[src/rtl/i_mem_access_ctrl_if.sv]
// Bus bundle between the instruction-memory access controller and its neighbours:
// the core fetch unit, the fabric, and the dual-port memory. The controller uses slave.
interface i_mem_access_ctrl_if #(
    parameter int ADDR_W = 14
);
    logic              core_rd_req;
    logic [ADDR_W-1:0] core_addr;
    logic              core_stall;
    logic              core_rvalid;
    logic [31:0]       core_rdata;

    logic              fab_req;
    logic              fab_wr;
    logic [ADDR_W-1:0] fab_addr;
    logic [31:0]       fab_wdata;
    logic              fab_ack;
    logic              fab_rvalid;
    logic [31:0]       fab_rdata;
    logic              fab_lock;
    logic              fab_locked;
`ifdef I_MEM_WR_PROTECT_EN
    logic              fab_err;
`endif

    logic [ADDR_W-1:0] mem_address_a;
    logic [31:0]       mem_data_a;
    logic              mem_rden_a;
    logic              mem_wren_a;
    logic [31:0]       mem_q_a;
    logic [ADDR_W-1:0] mem_address_b;
    logic              mem_rden_b;
    logic [31:0]       mem_q_b;

    modport slave (
`ifdef I_MEM_WR_PROTECT_EN
        output fab_err,
`endif
        input  core_rd_req, core_addr,
        input  fab_req, fab_wr, fab_addr, fab_wdata, fab_lock,
        input  mem_q_a, mem_q_b,
        output core_stall, core_rvalid, core_rdata,
        output fab_ack, fab_rvalid, fab_rdata, fab_locked,
        output mem_address_a, mem_data_a, mem_rden_a, mem_wren_a,
        output mem_address_b, mem_rden_b
    );

    modport master (
`ifdef I_MEM_WR_PROTECT_EN
        input  fab_err,
`endif
        output core_rd_req, core_addr,
        output fab_req, fab_wr, fab_addr, fab_wdata, fab_lock,
        output mem_q_a, mem_q_b,
        input  core_stall, core_rvalid, core_rdata,
        input  fab_ack, fab_rvalid, fab_rdata, fab_locked,
        input  mem_address_a, mem_data_a, mem_rden_a, mem_wren_a,
        input  mem_address_b, mem_rden_b
    );
endinterface

[src/rtl/i_mem_access_ctrl.sv]
// Shares instruction-memory port A between core fetch and fabric writes (with starvation
// guard), sends fabric reads to port B, and offers a fabric lock for bulk program loading.
// Optional low-region write protection is enabled by defining I_MEM_WR_PROTECT_EN.
module i_mem_access_ctrl #(
    parameter int ADDR_W     = 14,
    parameter int STARVE_MAX = 4
`ifdef I_MEM_WR_PROTECT_EN
    ,
    parameter int PROT_LIMIT = 256
`endif
) (
    input logic                clock,
    input logic                rst,
    i_mem_access_ctrl_if.slave bus
);
    localparam int CNT_W = $clog2(STARVE_MAX + 2);

    // state     | meaning
    // ST_RUN    | core fetch and fabric share port A, starvation-guarded arbitration
    // ST_DRAIN  | lock requested, core held off while its last read returns
    // ST_LOCKED | fabric owns port A, every requested write goes through
    typedef enum logic [1:0] {ST_RUN, ST_DRAIN, ST_LOCKED} state_t;

    state_t            state_q, state_d;
    logic [CNT_W-1:0]  cnt_q, cnt_d;
    logic              core_rvalid_q, core_rvalid_d;
    logic              fab_rvalid_q, fab_rvalid_d;

    logic              wr_pend;
    logic              fab_rd;
    logic              grant;
    logic              core_issue;
    logic              stall;
    logic              wr_err;
    logic              wr_en;

    always_comb begin
        wr_pend    = bus.fab_req & bus.fab_wr;
        fab_rd     = bus.fab_req & ~bus.fab_wr;
        state_d    = state_q;
        cnt_d      = '0;
        grant      = 1'b0;
        core_issue = 1'b0;
        stall      = 1'b0;

        case (state_q)
            ST_RUN: begin
                // A lock request lets a pending write through first, in parallel with the transition.
                grant      = wr_pend & (~bus.core_rd_req | (cnt_q == CNT_W'(STARVE_MAX)) | bus.fab_lock);
                core_issue = bus.core_rd_req & ~grant;
                stall      = bus.core_rd_req & grant;
                if (wr_pend && !grant) begin
                    cnt_d = (cnt_q == CNT_W'(STARVE_MAX)) ? cnt_q : cnt_q + CNT_W'(1);
                end
                if (bus.fab_lock) begin
                    state_d = core_issue ? ST_DRAIN : ST_LOCKED;
                end
            end
            ST_DRAIN: begin
                grant = wr_pend;
                stall = 1'b1;
                if (core_rvalid_q) begin
                    state_d = ST_LOCKED;
                end
            end
            ST_LOCKED: begin
                grant = wr_pend;
                stall = 1'b1;
                if (!bus.fab_lock) begin
                    state_d = ST_RUN;
                end
            end
            default: begin
                state_d = ST_RUN;
            end
        endcase

`ifdef I_MEM_WR_PROTECT_EN
        wr_err = grant & (state_q != ST_LOCKED) & (int'(bus.fab_addr) < PROT_LIMIT);
`else
        wr_err = 1'b0;
`endif
        wr_en         = grant & ~wr_err;
        core_rvalid_d = core_issue;
        fab_rvalid_d  = fab_rd;
    end

    always_ff @(posedge clock) begin
        if (rst) begin
            state_q       <= ST_RUN;
            cnt_q         <= '0;
            core_rvalid_q <= 1'b0;
            fab_rvalid_q  <= 1'b0;
        end else begin
            state_q       <= state_d;
            cnt_q         <= cnt_d;
            core_rvalid_q <= core_rvalid_d;
            fab_rvalid_q  <= fab_rvalid_d;
        end
    end

    // Every output is forced low while reset is held, including the registered read-valids.
    assign bus.core_stall    = ~rst & stall;
    assign bus.core_rvalid   = ~rst & core_rvalid_q;
    assign bus.core_rdata    = (~rst & core_rvalid_q) ? bus.mem_q_a : 32'd0;
    assign bus.fab_ack       = ~rst & (fab_rd | grant);
    assign bus.fab_rvalid    = ~rst & fab_rvalid_q;
    assign bus.fab_rdata     = (~rst & fab_rvalid_q) ? bus.mem_q_b : 32'd0;
    assign bus.fab_locked    = ~rst & (state_q == ST_LOCKED);
`ifdef I_MEM_WR_PROTECT_EN
    assign bus.fab_err       = ~rst & wr_err;
`endif

    assign bus.mem_rden_a    = ~rst & core_issue;
    assign bus.mem_wren_a    = ~rst & wr_en;
    assign bus.mem_address_a = rst        ? '0 :
                               wr_en      ? bus.fab_addr :
                               core_issue ? bus.core_addr : '0;
    assign bus.mem_data_a    = rst ? 32'd0 : bus.fab_wdata;
    assign bus.mem_rden_b    = ~rst & fab_rd;
    assign bus.mem_address_b = (~rst & fab_rd) ? bus.fab_addr : '0;

endmodule
[src/flat_wrapper.sv]
// flat-port wrapper written by rule: the top's interface ports become plain ports
module i_mem_access_ctrl_flat 
#(
    parameter int ADDR_W     = 14,
    parameter int STARVE_MAX = 4

)
  (clock, rst, bus_core_rd_req, bus_core_addr, bus_fab_req, bus_fab_wr, bus_fab_addr, bus_fab_wdata, bus_fab_lock, bus_mem_q_a, bus_mem_q_b, bus_core_stall, bus_core_rvalid, bus_core_rdata, bus_fab_ack, bus_fab_rvalid, bus_fab_rdata, bus_fab_locked, bus_mem_address_a, bus_mem_data_a, bus_mem_rden_a, bus_mem_wren_a, bus_mem_address_b, bus_mem_rden_b);
  i_mem_access_ctrl_if #(.ADDR_W(ADDR_W)) bus_i ();
  input logic clock;
  input logic rst;
  input wire logic [$bits(bus_i.core_rd_req)-1:0] bus_core_rd_req;
  input wire logic [$bits(bus_i.core_addr)-1:0] bus_core_addr;
  input wire logic [$bits(bus_i.fab_req)-1:0] bus_fab_req;
  input wire logic [$bits(bus_i.fab_wr)-1:0] bus_fab_wr;
  input wire logic [$bits(bus_i.fab_addr)-1:0] bus_fab_addr;
  input wire logic [$bits(bus_i.fab_wdata)-1:0] bus_fab_wdata;
  input wire logic [$bits(bus_i.fab_lock)-1:0] bus_fab_lock;
  input wire logic [$bits(bus_i.mem_q_a)-1:0] bus_mem_q_a;
  input wire logic [$bits(bus_i.mem_q_b)-1:0] bus_mem_q_b;
  output wire logic [$bits(bus_i.core_stall)-1:0] bus_core_stall;
  output wire logic [$bits(bus_i.core_rvalid)-1:0] bus_core_rvalid;
  output wire logic [$bits(bus_i.core_rdata)-1:0] bus_core_rdata;
  output wire logic [$bits(bus_i.fab_ack)-1:0] bus_fab_ack;
  output wire logic [$bits(bus_i.fab_rvalid)-1:0] bus_fab_rvalid;
  output wire logic [$bits(bus_i.fab_rdata)-1:0] bus_fab_rdata;
  output wire logic [$bits(bus_i.fab_locked)-1:0] bus_fab_locked;
  output wire logic [$bits(bus_i.mem_address_a)-1:0] bus_mem_address_a;
  output wire logic [$bits(bus_i.mem_data_a)-1:0] bus_mem_data_a;
  output wire logic [$bits(bus_i.mem_rden_a)-1:0] bus_mem_rden_a;
  output wire logic [$bits(bus_i.mem_wren_a)-1:0] bus_mem_wren_a;
  output wire logic [$bits(bus_i.mem_address_b)-1:0] bus_mem_address_b;
  output wire logic [$bits(bus_i.mem_rden_b)-1:0] bus_mem_rden_b;
  assign bus_i.core_rd_req = bus_core_rd_req;
  assign bus_i.core_addr = bus_core_addr;
  assign bus_i.fab_req = bus_fab_req;
  assign bus_i.fab_wr = bus_fab_wr;
  assign bus_i.fab_addr = bus_fab_addr;
  assign bus_i.fab_wdata = bus_fab_wdata;
  assign bus_i.fab_lock = bus_fab_lock;
  assign bus_i.mem_q_a = bus_mem_q_a;
  assign bus_i.mem_q_b = bus_mem_q_b;
  assign bus_core_stall = bus_i.core_stall;
  assign bus_core_rvalid = bus_i.core_rvalid;
  assign bus_core_rdata = bus_i.core_rdata;
  assign bus_fab_ack = bus_i.fab_ack;
  assign bus_fab_rvalid = bus_i.fab_rvalid;
  assign bus_fab_rdata = bus_i.fab_rdata;
  assign bus_fab_locked = bus_i.fab_locked;
  assign bus_mem_address_a = bus_i.mem_address_a;
  assign bus_mem_data_a = bus_i.mem_data_a;
  assign bus_mem_rden_a = bus_i.mem_rden_a;
  assign bus_mem_wren_a = bus_i.mem_wren_a;
  assign bus_mem_address_b = bus_i.mem_address_b;
  assign bus_mem_rden_b = bus_i.mem_rden_b;
  i_mem_access_ctrl #(.ADDR_W(ADDR_W), .STARVE_MAX(STARVE_MAX)) u_core (.clock(clock), .rst(rst), .bus(bus_i));
endmodule
[config.mk]
export PLATFORM = sky130hd
export DESIGN_NAME = i_mem_access_ctrl_flat
export DESIGN_NICKNAME = d
export VERILOG_FILES = /design/src/rtl/i_mem_access_ctrl_if.sv /design/src/rtl/i_mem_access_ctrl.sv /design/src/flat_wrapper.sv
export SDC_FILE = /design/constraint.sdc
export NUM_CORES = 1
export LEC_CHECK = 0
export ABC_AREA = 1
export CAP_MARGIN = 0
export CORE_AREA = 2 2 101 103
export DETAILED_ROUTE_END_ITERATION = 8
export DIE_AREA = 0 0 103 105
export PLACE_DENSITY = 0.69
export SLEW_MARGIN = 5
export SYNTH_ARGS = -nofsm -noshare
export SYNTH_HDL_FRONTEND = slang
export SYNTH_SLANG_ARGS = --single-unit
[constraint.sdc]
create_clock -name clock -period 3.7 [get_ports clock]
set_input_delay 0.925 -clock clock [delete_from_list [all_inputs] [get_ports clock]]
set_output_delay 0.925 -clock clock [all_outputs]
set_load 0.03 [all_outputs]
==> impl_metrics.csv <==
group,metric,value,unit
run_status,status,"finished clean",
critical_path,cp_cell_sequence,"clkdlybuf4s50_1 > nor2_1 > inv_1 > buf_12 > nor2_1 > clkdlybuf4s50_1",
finish,syn_to_final_growth,168,%
critical_path,crit_type,"input pin to primary output",
min_path,hold_class,"flop to flop",
cts,cts_inserted_buffers,3,
floorplanning,initial_utilization,17.3,%
drt,drt-initial-drc-count,72,
placed_design,io_buffers,261,
critical_path,startpoint_type,"input pin",
critical_path,worst_path_largest_cell_delay,680,ps
timing,finalSetupTns,0,ps
drt,ant_nets,0,
synthesis,synth_compound_area_share,1.95,%
power,totalPowerFinal,1090,µW
timing,worstMarginPinSlew,341,ps
synthesis,synth.largest_area_cell,"nor2_1",
finish,layout_common_cells,"205 x clkdlybuf4s50_1, 135 x nor2_1, 126 x inv_1",
cts,clk_path_buf_depth,2,
critical_path,endpoint_kind,"primary output",
synthesis,synthXorXnorAreaFrac,0.524,%
synthesis,synth_top_family_by_area,"simple AND/OR/NAND/NOR gates",
synthesis,syn_inst,378,
finish,drive_gt1_share,9.61,%
cts,numClockSinks,7,
synthesis,synth_nets,514,
drt,finalWirelength,8510,µm
synthesis,avgSynthCellArea,4.42,µm²
floorplanning,dieHeight,105,µm
synthesis,muxShareOfSynthArea,0,%
finish,diodes,0,
cts,cts_tree,"yes",
timing,clock_skew,2.23,ps
cts,cts_hold_buf,0,
critical_path,critPathMaxFanout,32,
floorplanning,row_count,36,
synthesis,synth_top_area_share,30.6,%
cts,root_buffer,"clkbuf_8",
drt,dr_total_vias,2935,
floorplanning,fp.coreArea,9640,µm²
synthesis,syn-cell-area,1670,µm²
power,switching_share,50.1,%
global_routing,antenna_found_initial,0,
drt,dr.pass1.iters,4,
power,leakagePower,0.00262,µW
cts,ctsHtreeMaxLevel,1,
drt,drc,0,
synthesis,synthSimpleGateAreaFrac,51.0,%
power,p_switching,545,µW
power,cellInternalPower,543,µW
finish,final_common_cell,"clkdlybuf4s50_1",
floorplanning,die_width,103,µm
job,max_cap_violations,0,
timing,period_minus_slack,3610,ps
drt,vias_per_cell,3.82,
power,power_density,243,nW/µm²
global_routing,grt_max_degree,36,
timing,max_freq,277,MHz
global_routing,grtUsageTotal,14.8,%
cts,worstSkewPairLatency,230,ps
critical_path,cp.arrival,2680,ps
placed_design,hpwl,7320,µm
power,seq_power_share,9.3,%
finish,nets,772,
power,p_clk_share,10.1,%
power,vdd_drop_max,0.173,mV
drt,wl_per_cell,11.1,µm
floorplanning,die-area,10800,µm²
synthesis,synthAdderAreaFrac,4.49,%
floorplanning,io_pins,262,
timing,setup_violations,0,
synthesis,yosys_warnings,0,
global_routing,gr-total-overflow,0,
synthesis,yosys-top-cells-area,"nor2_1 31%, inv_1 28%, nand2_1 12%",
timing,rsz0062_at_grt,"no",
critical_path,critPathRequiredTime,2770,ps
timing,finalMaxSlewViolations,0,
power,combPwrFrac,80.5,%
synthesis,synth-seq-cells,7,
global_routing,grt_pass1_vias,2816,
placed_design,gp_congestion,0.828,
timing,hold_violations,0,
synthesis,yosysUniqueCellTypes,20,
global_routing,grt_pass1_wl,12900,µm
timing,period_share,97.5,%
critical_path,critPathSlowestCell,"clkdlybuf4s50_1",
synthesis,ys_seq_area_share,8.39,%
timing,slew_headroom,77.2,%
critical_path,r2r_slack,2340,ps
cts,clk_pin_slew,40,ps
per-layer routing:
layer	wire [µm]	vias up	track usage, %	part of all wire, %
met1	2980	1245	14.0	35
met2	4550	136	30.2	53
met4	204	0	5.36	2.4
li1	-	1539	-	-
met3	774	15	2.41	9.1
met5	0	-	0	0
power groups by stage:
stage | Clock, µW | Sequential [µW] | Combinational [µW]
global placement | 0 | 102 | 874
global route | 118 | 104 | 952
CTS | 112 | 101 | 887
detailed placement | 0 | 102 | 882
floorplan | 0 | 99.3 | 489
finish | 110 | 101 | 876
metrics by stage:
stage	instances	setup WS, ps	hold WS (ps)	util, %	area, µm²
after floorplan	378	575	417	-	1670
after global placement	764	88.6	428	45.6	4390
after detailed placement	764	8.15	437	45.6	4390
after CTS	768	5.58	446	46.0	4440
after global routing	768	4.59	484	46.4	4470
final	768	92.5	443	46.4	4470
cells in the mapped netlist (all sizes together):
cell,n
a21oi,3
buf,13
clkbuf,3
dfxtp,7
ha,6
inv,127
nand2,58
nand3,19
nor2,137
nor3,1
o21a,1
o21ai,2
xnor2,1
kinds of logic after synthesis:
| logic type | Yosys count |
|---|---|
| buffers and inverters | 143 |
| adder cells (fa/ha/maj) | 6 |
| flip-flops | 7 |
| AO/OA/AOI/OAI | 6 |
| XOR/XNOR | 1 |
| AND/OR/NAND/NOR | 215 |
final timing paths:
path	from	to	depth (start not counted)
setup / recovery	rst	bus_core_rdata[8]	6
hold / removal	u_core.cnt_q[0]	u_core.cnt_q[0]	1
setup reg to reg	u_core.cnt_q[0]	u_core.state_q[0]	7
hold reg to reg	u_core.cnt_q[0]	u_core.cnt_q[0]	1
sequential cells by signal (all words and copies together), names as in the netlist:
name and count:
u_core.state_q 2, u_core.fab_rvalid_q 1, u_core.core_rvalid_q 1, u_core.cnt_q 3
layout make-up:
cell class	count	area (µm²)
clock buffers	4	45.0
fillers	967	5170
inverters	127	477
multi-input cells	228	971
flip-flops and latches	7	140
well taps	133	166
repair buffers	269	2670
critical path: cells and delay by family:
| family | cells | cell delay (ps) |
|---|---|---|
| simple gates | 2 | 300 |
| buf+inv | 4 | 1450 |
repair_timing:
action / in CTS / in global routing
buffers inserted: 0 / 0
endpoints found under the setup margin: 0 / 17
gates resized for setup: 0 / 14
(Power assumes the default switching activity.)
